## config.mk

```make
export PLATFORM = sky130hd
export DESIGN_NAME = mem_port_arbiter
export DESIGN_NICKNAME = d
export VERILOG_FILES = /design/src/rtl/mem_port_arbiter.sv
export SDC_FILE = /design/constraint.sdc
export NUM_CORES = 1
export LEC_CHECK = 0
export CAP_MARGIN = 20
export CORE_ASPECT_RATIO = 2
export CORE_MARGIN = 5
export CORE_UTILIZATION = 30
export CTS_CLUSTER_DIAMETER = 40
export DETAILED_ROUTE_END_ITERATION = 7
export HOLD_SLACK_MARGIN = 0.08
export SKIP_LAST_GASP = 1
export SYNTH_ARGS = -nofsm -noshare
export SYNTH_HDL_FRONTEND = slang
export SYNTH_SLANG_ARGS = --single-unit
export TNS_END_PERCENT = 100
```

## constraint.sdc

```tcl
create_clock -name clk -period 3.5 [get_ports clk]
set_clock_uncertainty 0.05 [all_clocks]
set_input_delay 0.525 -clock clk [delete_from_list [all_inputs] [get_ports clk]]
set_output_delay 0.525 -clock clk [all_outputs]
set_load 0.005 [all_outputs]
```

## src/rtl/mem_port_arbiter.sv

```systemverilog
// mem_port_arbiter: shares one single-ported I/D memory between fetch (if_*) and load/store (dm_*).
// Latency: grant + mem_en one cycle after a request is seen; read data MEM_LAT+1 cycles after grant.
// Backpressure: one access in flight; losing/late requesters simply hold req. Define ARB_STARVE_GUARD_EN for fetch anti-starvation.
module mem_port_arbiter #(
  parameter int AW         = 10,
  parameter int DW         = 32,
  parameter int MEM_LAT    = 1,
  parameter int STARVE_MAX = 4
) (
  input  logic          clk,
  input  logic          rst,
  input  logic          if_req,
  input  logic [AW-1:0] if_addr,
  input  logic          if_flush,
  output logic          if_gnt,
  output logic [DW-1:0] if_rdata,
  output logic          if_rvalid,
  input  logic          dm_req,
  input  logic          dm_we,
  input  logic [AW-1:0] dm_addr,
  input  logic [DW-1:0] dm_wdata,
  output logic          dm_gnt,
  output logic [DW-1:0] dm_rdata,
  output logic          dm_rvalid,
  output logic          mem_en,
  output logic          mem_we,
  output logic [AW-1:0] mem_addr,
  output logic [DW-1:0] mem_wdata,
  input  logic [DW-1:0] mem_rdata,
  output logic          busy
);

  localparam logic [1:0] S_IDLE  = 2'd0;
  localparam logic [1:0] S_ISSUE = 2'd1;
  localparam logic [1:0] S_WAIT  = 2'd2;
  localparam logic [1:0] S_RESP  = 2'd3;

  localparam int LW = $clog2(MEM_LAT + 1);

  logic [1:0]    state_q, state_d;
  logic          own_if_q, own_if_d;
  logic          we_q, we_d;
  logic [AW-1:0] addr_q, addr_d;
  logic [DW-1:0] wdata_q, wdata_d;
  logic [LW-1:0] lat_q, lat_d;
  logic          drop_q, drop_d;
  logic [DW-1:0] if_rdata_q, if_rdata_d;
  logic [DW-1:0] dm_rdata_q, dm_rdata_d;

  logic arb_slot;
  logic pick_if;
  logic pick_dm;

`ifdef ARB_STARVE_GUARD_EN
  localparam int CW = $clog2(STARVE_MAX + 1);
  logic [CW-1:0] starve_q, starve_d;

  // Count consecutive arbitrations that fetch lost to data; saturate at the limit.
  always_comb begin
    starve_d = starve_q;
    if (arb_slot) begin
      if (!if_req || pick_if) begin
        starve_d = '0;
      end else if (pick_dm && (starve_q != CW'(STARVE_MAX))) begin
        starve_d = starve_q + CW'(1);
      end
    end
  end

  // Starvation counter register.
  always_ff @(posedge clk or posedge rst) begin
    if (rst) starve_q <= '0;
    else     starve_q <= starve_d;
  end
`endif

  // Winner selection. RESP doubles as an arbitration slot so consecutive
  // reads run at one access per MEM_LAT+2 cycles.
  always_comb begin
    arb_slot = (state_q == S_IDLE) || (state_q == S_RESP);
`ifdef ARB_STARVE_GUARD_EN
    pick_if  = if_req && (!dm_req || (starve_q == CW'(STARVE_MAX)));
`else
    pick_if  = if_req && !dm_req;
`endif
    pick_dm  = dm_req && !pick_if;
  end

  // Access sequencing: issue, count down read latency, capture data, respond.
  always_comb begin
    state_d    = state_q;
    own_if_d   = own_if_q;
    we_d       = we_q;
    addr_d     = addr_q;
    wdata_d    = wdata_q;
    lat_d      = lat_q;
    drop_d     = drop_q;
    if_rdata_d = if_rdata_q;
    dm_rdata_d = dm_rdata_q;
    case (state_q)
      S_ISSUE: begin
        if (own_if_q && if_flush) drop_d = 1'b1;
        if (we_q) begin
          state_d = S_IDLE;
        end else begin
          state_d = S_WAIT;
          lat_d   = LW'(MEM_LAT);
        end
      end
      S_WAIT: begin
        if (own_if_q && if_flush) drop_d = 1'b1;
        if (lat_q == LW'(1)) begin
          if (own_if_q) if_rdata_d = mem_rdata;
          else          dm_rdata_d = mem_rdata;
          state_d = S_RESP;
        end else begin
          lat_d = lat_q - LW'(1);
        end
      end
      S_RESP: begin
        drop_d  = 1'b0;
        state_d = S_IDLE;
      end
      default: ;
    endcase
    if (arb_slot && (pick_if || pick_dm)) begin
      state_d  = S_ISSUE;
      own_if_d = pick_if;
      we_d     = pick_dm && dm_we;
      addr_d   = pick_if ? if_addr : dm_addr;
      if (pick_dm) wdata_d = dm_wdata;
    end
  end

  // State and datapath registers; reset aborts any access in flight.
  always_ff @(posedge clk or posedge rst) begin
    if (rst) begin
      state_q    <= S_IDLE;
      own_if_q   <= 1'b0;
      we_q       <= 1'b0;
      addr_q     <= '0;
      wdata_q    <= '0;
      lat_q      <= '0;
      drop_q     <= 1'b0;
      if_rdata_q <= '0;
      dm_rdata_q <= '0;
    end else begin
      state_q    <= state_d;
      own_if_q   <= own_if_d;
      we_q       <= we_d;
      addr_q     <= addr_d;
      wdata_q    <= wdata_d;
      lat_q      <= lat_d;
      drop_q     <= drop_d;
      if_rdata_q <= if_rdata_d;
      dm_rdata_q <= dm_rdata_d;
    end
  end

  // Outputs decode from registered state only.
  always_comb begin
    if_gnt    = (state_q == S_ISSUE) && own_if_q;
    dm_gnt    = (state_q == S_ISSUE) && !own_if_q;
    mem_en    = (state_q == S_ISSUE);
    mem_we    = (state_q == S_ISSUE) && we_q;
    mem_addr  = addr_q;
    mem_wdata = wdata_q;
    if_rvalid = (state_q == S_RESP) && own_if_q && !drop_q;
    dm_rvalid = (state_q == S_RESP) && !own_if_q;
    if_rdata  = if_rdata_q;
    dm_rdata  = dm_rdata_q;
    busy      = (state_q != S_IDLE);
  end

endmodule

```

==> metrics <==
status finished clean; post-route ant nets 0; Pins Over Slew Limit 0; Sink Count roughly 110; Most used DFF post-synth dfrtp_1; final routed DRC violation total 0; Die W 97.08 um; Storage cell area 2803 um^2; first-pass GRT wire length 19570 um; Place WS between 0.8 and 0.9 ns; largest net degree at the start of global routing ~110; Tmin final approximately 2.4 ns; Post-Route WL about 12000 um; Core ar. approximately 15000 um^2; Highest Clock Rate between 400 and 500 MHz; Tcrit/Tclk final between 60% and 70%; Vias/cell between 4 and 5; CTS Root Cell clkbuf_16; GRT overflow 0; Starting DRT DRC Count 72; # setup viols final 0; multi-input logic area roughly 1600 um^2; synth warn 0; CTS H-Tree Depth 3; fin worst setup slack approximately 1.1 ns; clk buf depth 2; CTS Hold Buffers Added 0; Critical Path Start Type flip-flop; Die H between 150 and 200 um; Worst-Margin Slew roughly 0.72 ns; syn_nets between 300 and 400; EDFF count, synth 0; Synth top cells by count dfrtp_1 (112), mux2_2 (64), mux2_4 (32); CP Capture Type output port; Reg clk slew, reported paths about 0.080 ns; wire length per cell ~18 um; share of the synthesized area in the top cell type approximately three fifths; most common cell in the netlist dfrtp_1; Avg Cell Area, Syn ~16 um^2; placed cell count 676; number of fill cells 1336; class of the most critical setup path reg -> out; fraction of registers with async set or reset after synthesis between 90% and 100%; Syn Inst Count 290; share of layout cells above drive strength 1 23.54%; ant diodes 0; vias roughly 3100; Static Leak around 3 nW; num ports roughly 200; power per cell area ~890 nW/um^2; Worst Path Max Fanout 6; vias in the first global route 3648; Initial Util 30.54%; Unique masters post-synth 28; initial antenna violation count 0; RSZ-0062 raised after global routing false; worst skew pair latency 0.34 ns; number of cell rows 63; Worst EP required 2.92 ns; CTS tree done; Layout Area Growth over Synthesis 54.43%; router iterations before antenna repair 4; maximum VDD drop approximately 380 uV; Port Buffers about 200; Synth Cell Area between 4000 and 5000 um^2; Final #Nets approximately 590; die area 17880 um^2; Pwr Total between 6 and 7 mW; area leader, netlist dfrtp_1; register area share after synthesis slightly above 60%; post-CTS setup buffers 0; Final Hold Fails 0; Hold WC Path Type reg -> reg; Placer Congestion about 0.74; Fin Setup TNS 0 ns; Overall Global Routing Usage between 10% and 20%; Synth area leaders dfrtp_1 (62%), mux2_2 (16%), mux2_4 (11%); post-synthesis register bit count roughly 110; final cell count without fillers 692; Max-cap violations 0; hpwl dp 9337 um; post_cts resized 0; CP arrival approximately 1.8 ns; Relative slew margins 51.78%; CTS Buf Count 9
layout by cell type, fill, tap and decap left out, types with 3 or more instances in the layout:
master / n
a21oi_1: 3
a22oi_1: 10
clkbuf_16: 9
clkdlybuf4s50_1: 202
dfrtp_1: 112
ha_1: 4
inv_1: 5
inv_6: 3
mux2_2: 64
mux2_4: 32
nand2_1: 10
nor2_1: 4
nor2b_1: 4
o21ai_0: 12
flip-flops by register name, summed over array words and instances (netlist names):
signal and count:
if_rdata 32, mem_wdata 32, drop_q 1, own_if_q 1, state_q 2, we_q 1, lat_q 1, dm_rdata 32
mem_addr 10
metal layers:
layer,global-route usage [%],vias up,part of all wire (%)
met3,3.977,19,6.2
met2,27.55,123,58
met5,0,-,0
li1,-,1428,-
met4,5.624,0,2.7
met1,12.95,1569,33
power breakdown:
group	total, mW	internal, mW	switching [mW]
sequential	2.35	1.96	0.392
clock	0.982	0.513	0.469
combinational	2.95	2.00	0.950
critical path, stage by stage, from the launching register on:
cell	delay, ns
dfrtp_1	0.43
inv_1	0.10
ha_1	0.25
and2_1	0.17
clkdlybuf4s50_1	0.52
logic make-up (layout without fill, tap and decap cells):
kind of cell | Yosys count | after routing | synth area share (%)
AOI/OAI and AO/OA | 30 | 30 | 4.208
adders and majority gates | 4 | 4 | 1.100
buffers and inverters | 20 | 227 | 3.080
DFF | 112 | 112 | 61.61
muxes | 96 | 96 | 26.40
and+or+nand+nor | 28 | 28 | 3.603
layout make-up:
cell class	count	share of cell area, %
Clock buffer	12	3.508
Multi-Input combinational cell	158	22.97
Inverter	6	0.3740
Timing Repair Buffer	205	29.28
Clock inverter	4	0.4987
Sequential cell	112	39.89
Tap cell	195	3.473
worst paths after layout:
kind	start	to	slack, ns	depth (start not counted)
worst max-delay path	state_q[1]	mem_we	1.11	4
worst min-delay path	mem_addr[8]	mem_addr[8]	0.43	2
worst max register to register	state_q[0]	mem_wdata[11]	1.25	5
worst min register to register	mem_addr[8]	mem_addr[8]	0.43	2
max in group asynchronous	rst	dm_rdata[6]	2.27	3
min in group asynchronous	rst	dm_rdata[11]	0.63	3
metrics by stage:
stage / utilization (%) / hold WS (ns) / instance area, um^2
after floorplan: - / 0.4233 / 4553
after global routing: 47.16 / 0.4678 / 7025
after global placement: 45.27 / 0.4171 / 6744
after detailed placement: 45.27 / 0.4194 / 6744
after CTS: 47.16 / 0.4373 / 7025
final: 47.16 / 0.4337 / 7025
Note: power is estimated with default switching activity, not from simulation.
